[config.mk]
export PLATFORM = sky130hd
export DESIGN_NAME = serial_add_arbiter_flat
export DESIGN_NICKNAME = d
export VERILOG_FILES = /design/src/rtl/serial_add_arbiter_if.sv /design/src/rtl/serial_add_arbiter.sv /design/src/flat_wrapper.sv
export SDC_FILE = /design/constraint.sdc
export NUM_CORES = 1
export LEC_CHECK = 0
export ABC_CLOCK_PERIOD_IN_PS = 1700
export CAP_MARGIN = 15
export CORE_MARGIN = 10
export CORE_UTILIZATION = 49
export DETAILED_ROUTE_END_ITERATION = 10
export PLACE_DENSITY = 0.83
export RECOVER_POWER = 50
export SLEW_MARGIN = 10
export SYNTH_ARGS = -nofsm -noshare
export SYNTH_HDL_FRONTEND = slang
export SYNTH_SLANG_ARGS = --single-unit
[constraint.sdc]
create_clock -name clk -period 1.7 [get_ports clk]
set_input_delay 0.17 -clock clk [delete_from_list [all_inputs] [get_ports clk]]
set_output_delay 0.17 -clock clk [all_outputs]
set_load 0.05 [all_outputs]
[src/rtl/serial_add_arbiter_if.sv]
// Handshake bundle between the two operand requesters, the result consumer and the serial adder.
// The master modport is the producer/consumer side; the slave modport is the arbiter itself.
interface serial_add_arbiter_if #(
    parameter int WIDTH = 4
);
    logic             req0_valid;
    logic             req0_ready;
    logic [WIDTH-1:0] req0_a;
    logic [WIDTH-1:0] req0_b;

    logic             req1_valid;
    logic             req1_ready;
    logic [WIDTH-1:0] req1_a;
    logic [WIDTH-1:0] req1_b;

    logic             res_valid;
    logic             res_ready;
    logic [WIDTH-1:0] res_sum;
    logic             res_cout;
    logic             res_id;

    logic             busy;

    modport master (
        output req0_valid, req0_a, req0_b,
        output req1_valid, req1_a, req1_b,
        output res_ready,
        input  req0_ready, req1_ready,
        input  res_valid, res_sum, res_cout, res_id,
        input  busy
    );

    modport slave (
        input  req0_valid, req0_a, req0_b,
        input  req1_valid, req1_a, req1_b,
        input  res_ready,
        output req0_ready, req1_ready,
        output res_valid, res_sum, res_cout, res_id,
        output busy
    );
endinterface

[src/rtl/serial_add_arbiter.sv]
// Two-port round-robin arbiter in front of a single bit-serial full adder.
// Granted operands shift LSB-first through the adder over WIDTH cycles; result is held until taken.
//
// state | meaning
// ------+-----------------------------------------------------------
// IDLE  | no operation in flight; grant offered combinationally
// SHIFT | one operand bit pair added per cycle, carry in a flop
// DONE  | result presented on res_*, waiting for res_ready
module serial_add_arbiter #(
    parameter int WIDTH = 4
) (
    input  logic                   clk,
    input  logic                   rst_n,
    serial_add_arbiter_if.slave    bus
);
    localparam int CW = $clog2(WIDTH);

    typedef enum logic [1:0] {
        IDLE  = 2'd0,
        SHIFT = 2'd1,
        DONE  = 2'd2
    } state_t;

    state_t           state;
    state_t           state_nxt;

    logic             last_grant;
    logic             grant_id;
    logic             accept;
    logic             ready0;
    logic             ready1;
    logic             res_valid;
    logic             busy;

    logic [WIDTH-1:0] sa;
    logic [WIDTH-1:0] sb;
    logic [WIDTH-1:0] sum;
    logic             carry;
    logic             id;
    logic [CW-1:0]    cnt;
    logic             last_bit;

    logic [WIDTH-1:0] op_a;
    logic [WIDTH-1:0] op_b;
    logic             bit_s;
    logic             bit_c;

    assign last_bit = (cnt == CW'(WIDTH - 1));

    // With both requesters pending, the one not served last time wins.
    always_comb begin
        if (bus.req0_valid && bus.req1_valid) begin
            grant_id = ~last_grant;
        end else begin
            grant_id = bus.req1_valid;
        end
    end

    assign op_a  = grant_id ? bus.req1_a : bus.req0_a;
    assign op_b  = grant_id ? bus.req1_b : bus.req0_b;

    assign bit_s = sa[0] ^ sb[0] ^ carry;
    assign bit_c = (sa[0] & sb[0]) | (sa[0] & carry) | (sb[0] & carry);

    always_ff @(posedge clk or negedge rst_n) begin
        if (!rst_n) begin
            state <= IDLE;
        end else begin
            state <= state_nxt;
        end
    end

    always_comb begin
        state_nxt = state;
        ready0    = 1'b0;
        ready1    = 1'b0;
        accept    = 1'b0;
        res_valid = 1'b0;
        busy      = 1'b1;
        case (state)
            IDLE: begin
                busy = 1'b0;
                // rst_n gating keeps the readies low while reset is still held.
                if (rst_n) begin
                    ready0 = bus.req0_valid & ~grant_id;
                    ready1 = bus.req1_valid &  grant_id;
                end
                accept = ready0 | ready1;
                if (accept) begin
                    state_nxt = SHIFT;
                end
            end
            SHIFT: begin
                if (last_bit) begin
                    state_nxt = DONE;
                end
            end
            DONE: begin
                res_valid = 1'b1;
                if (bus.res_ready) begin
                    state_nxt = IDLE;
                end
            end
            default: begin
                state_nxt = IDLE;
            end
        endcase
    end

    always_ff @(posedge clk or negedge rst_n) begin
        if (!rst_n) begin
            sa         <= '0;
            sb         <= '0;
            sum        <= '0;
            carry      <= 1'b0;
            id         <= 1'b0;
            cnt        <= '0;
            last_grant <= 1'b1;
        end else if (accept) begin
            sa         <= op_a;
            sb         <= op_b;
            sum        <= '0;
            carry      <= 1'b0;
            id         <= grant_id;
            cnt        <= '0;
            last_grant <= grant_id;
        end else if (state == SHIFT) begin
            sa    <= {1'b0, sa[WIDTH-1:1]};
            sb    <= {1'b0, sb[WIDTH-1:1]};
            // Sum bits enter at the MSB so bit i lands at position i after WIDTH shifts.
            sum   <= {bit_s, sum[WIDTH-1:1]};
            carry <= bit_c;
            cnt   <= last_bit ? '0 : cnt + CW'(1);
        end
    end

    assign bus.req0_ready = ready0;
    assign bus.req1_ready = ready1;
    assign bus.res_valid  = res_valid;
    assign bus.res_sum    = sum;
    assign bus.res_cout   = carry;
    assign bus.res_id     = id;
    assign bus.busy       = busy;
endmodule

[src/flat_wrapper.sv]
// flat-port wrapper written by rule: the top's interface ports become plain ports
module serial_add_arbiter_flat 
#(
    parameter int WIDTH = 4
)
  (clk, rst_n, bus_req0_valid, bus_req0_a, bus_req0_b, bus_req1_valid, bus_req1_a, bus_req1_b, bus_res_ready, bus_req0_ready, bus_req1_ready, bus_res_valid, bus_res_sum, bus_res_cout, bus_res_id, bus_busy);
  serial_add_arbiter_if #(.WIDTH(WIDTH)) bus_i ();
  input  logic clk;
  input  logic rst_n;
  input wire logic [$bits(bus_i.req0_valid)-1:0] bus_req0_valid;
  input wire logic [$bits(bus_i.req0_a)-1:0] bus_req0_a;
  input wire logic [$bits(bus_i.req0_b)-1:0] bus_req0_b;
  input wire logic [$bits(bus_i.req1_valid)-1:0] bus_req1_valid;
  input wire logic [$bits(bus_i.req1_a)-1:0] bus_req1_a;
  input wire logic [$bits(bus_i.req1_b)-1:0] bus_req1_b;
  input wire logic [$bits(bus_i.res_ready)-1:0] bus_res_ready;
  output wire logic [$bits(bus_i.req0_ready)-1:0] bus_req0_ready;
  output wire logic [$bits(bus_i.req1_ready)-1:0] bus_req1_ready;
  output wire logic [$bits(bus_i.res_valid)-1:0] bus_res_valid;
  output wire logic [$bits(bus_i.res_sum)-1:0] bus_res_sum;
  output wire logic [$bits(bus_i.res_cout)-1:0] bus_res_cout;
  output wire logic [$bits(bus_i.res_id)-1:0] bus_res_id;
  output wire logic [$bits(bus_i.busy)-1:0] bus_busy;
  assign bus_i.req0_valid = bus_req0_valid;
  assign bus_i.req0_a = bus_req0_a;
  assign bus_i.req0_b = bus_req0_b;
  assign bus_i.req1_valid = bus_req1_valid;
  assign bus_i.req1_a = bus_req1_a;
  assign bus_i.req1_b = bus_req1_b;
  assign bus_i.res_ready = bus_res_ready;
  assign bus_req0_ready = bus_i.req0_ready;
  assign bus_req1_ready = bus_i.req1_ready;
  assign bus_res_valid = bus_i.res_valid;
  assign bus_res_sum = bus_i.res_sum;
  assign bus_res_cout = bus_i.res_cout;
  assign bus_res_id = bus_i.res_id;
  assign bus_busy = bus_i.busy;
  serial_add_arbiter #(.WIDTH(WIDTH)) u_core (.clk(clk), .rst_n(rst_n), .bus(bus_i));
endmodule
==> impl_metrics.csv <==
group,metric,value,unit
run_status,outcome,"finished, final reports clean",
layout,final_common_cell,"nand2_1",
worst_setup_path,cp-end-kind,"output pin",
grt,grt_antenna_before_repair,0,
worst_setup_path,crit_type,"reg -> out",
routing,vias,827,
die,dieArea,4306,sq um
power,p_sw,0.001158,W
timing,tns,0,ns
grt,grt_pass1_vias,883,
grt,use_met2,0.1957,
grt,use_met3,0.03898,
die,io_pins,31,
timing,slew_viol_final,0,
routing,final_antenna_net_count,0,
hold_path,min_path_type,"in -> async",
grt,grt_util_met1,0.1448,
placement,dp.cells,155,
die,die_h,65.62,um
clocking,post_cts_buffers,0,
layout,mostFrequentLayoutCells,"nand2_1 (21), clkdlybuf4s50_1 (20), dfrtp_1 (17)",
timing,final.min_clock_period,1.640,ns
worst_setup_path,arrival,1.47,ns
worst_setup_path,critPathBufInv,2,
worst_setup_path,cp.required,1.53,ns
layout,nets,156,
timing,setup_ws,0.05968,ns
yosys,syn_area,1020,sq um
power,ir_worst_vdd,1.419,mV
timing,hold-worst-slack,0.3662,ns
yosys,synth-seq-cells,19,
routing,drt-vias-per-instance,5.201,
die,core,1962,sq um
routing,firstDrtPassIters,4,
clocking,hold_buffers,0,
die,start_util,0.5198,
worst_setup_path,crit_path_max_incr_delay,0.55,ns
clocking,cts_tree,"done",
timing,relSlewSlack,0.5956,
timing,tightest_slew,0.6092,ns
worst_setup_path,path_cells,"a21boi_1 > buf_4 > nor2_1 > buf_6",
placement,place_hpwl,1986,um
routing,drtIter0Drc,41,
power,clkPwrFrac,0.090,
power,p_int,0.001300,W
grt,grt_max_degree,15,
clocking,cts_max_level,1,
worst_setup_path,cp_max_fo,9,
layout,stdcell_area,1389,sq um
run,cap_viol_max_count,0,
die,rows,16,
clocking,cts_buffers,3,
yosys,synth_area_per_cell,10.51,sq um
yosys,ys_warn_count,0,
layout,syn_to_final_growth,36.20,%
timing,finalSetupViolCount,0,
yosys,synth_top_area_frac,0.4417,
clocking,clock-sinks,19,
placement,port_buffers,30,
clocking,cts_max_path_buffers,2,
layout,n_antenna_cell,0,
layout,layout-drive-gt1-share,0.1894,
layout,finalNonFillerCells,159,
die,die_w,65.62,um
power,p_sw_frac,0.4711,
routing,wl_per_cell,15.67,um
yosys,yosysSeqAreaShare,0.4675,
routing,wirelength,2491,um
grt,grt_use_total,0.1215,
timing,fmax,609.6,MHz
yosys,synth_cells,97,
power,seq_power_share,0.343,
worst_setup_path,slowest_stage,"dfstp_2",
power,power_leakage,0.6149,nW
timing,hold_viol,0,
worst_setup_path,worst_setup_path_start_kind,"register",
clocking,cts-root-buf,"clkbuf_4",
yosys,synthTopCellsByArea,"dfrtp_1 (44%), mux2i_1 (9.8%), o221ai_2 (8.8%)",
grt,grt_first_pass_wirelength,4140,um
timing,fin_skew,0.009164,ns
routing,drc,0,
clocking,clk_latency,0.29,ns
placement,gp_congestion,0.7431,
placement,detailedPlace.worstSlack,0.003290,ns
grt,globalRouteOverflowTotal,0,
power,p_per_area,1769,nW/um^2
clocking,clkTransAtPathRegs,0.11,ns
worst_setup_path,critical-path-top-delay-family,"flip-flops",
yosys,synth_area_leader_cell,"dfrtp_1",
yosys,synth_nets,120,
timing,finalCritPeriodShare,0.9649,
yosys,yosysUniqueCellTypes,27,
placement,place_area,1373,sq um
grt,busiest_layer,"met2",
power,pwr-share-comb,0.566,
sequential cells by signal (all words and copies together) (netlist names):
register / count
u_core.sb: 4
u_core.cnt: 2
u_core.state: 2
u_core.bus.res_sum: 4
u_core.bus.res_id: 1
u_core.last_grant: 1
u_core.sa: 4
u_core.bus.res_cout: 1
power groups by stage:
stage / logic [W] / clock network (W) / registers (W)
after floorplan: 0.000787 / 0 / 0.00103
final: 0.00139 / 0.000222 / 0.000844
after CTS: 0.00143 / 0.000229 / 0.000843
after global routing: 0.00151 / 0.000251 / 0.000880
after detailed placement: 0.00143 / 0 / 0.000851
after global placement: 0.00140 / 0 / 0.000839
logic make-up after synthesis:
group	synth area share
buffers and inverters	0.06994
adders and majority gates	0.03190
muxes	0.09816
AOI/OAI and AO/OA	0.1779
and+or+nand+nor	0.1546
DFF	0.4675
final timing paths:
path,slack [ns],endpoint,from,cells after the start
worst max register to register,0.34,u_core.sb[2],u_core.state[0],2
worst min register to register,0.49,u_core.sa[2],u_core.sa[3],2
min in group clk,0.48,u_core.state[1],bus_res_ready,3
worst min-delay path,0.37,u_core.sa[0],rst_n,2
worst max-delay path,0.06,bus_req0_ready,u_core.last_grant,4
max in group asynchronous,0.89,u_core.state[1],rst_n,2
stage by stage:
stage / power (W) / utilization
6_report: 0.002457 / 0.7079
5_1_grt: 0.002645 / 0.7079
4_1_cts: 0.002505 / 0.7130
3_5_place_dp: 0.002279 / 0.6996
3_3_place_gp: 0.002237 / 0.6996
2_1_floorplan: 0.001821 / -
area by class of cell:
class	instances	area (sq um)
timing repair buffer	35	341.6
tap	27	33.78
sequential	19	478.0
multi-input combinational	64	471.7
inverter	10	37.54
clock buffer	4	26.28
fill	162	573.1
Yosys cell counts, drive strengths merged:
library cell	n
nand2	21
dfrtp	18
inv	10
mux2i	10
o21ai	9
o221ai	6
buf	4
a21oi	3
nor2	2
nor2b	2
a21boi	1
a21o	1
a22o	1
and3	1
dfstp	1
fa	1
ha	1
nand2b	1
nand3	1
nand4bb	1
nor3	1
or3	1
layer usage:
layer | vias to the layer above | part of all wire
met1 | 395 | 0.43
li1 | 403 | -
met2 | 25 | 0.49
met4 | 0 | 0.018
met5 | - | 0
met3 | 4 | 0.058
timing repair:
| action | in CTS | in global routing |
|---|---|---|
| gates resized for setup | 0 | 2 |
| endpoints found under the hold margin | 0 | 0 |
| setup endpoints to repair | 0 | 1 |
No activity file was read; power rests on OpenSTA's default activity.
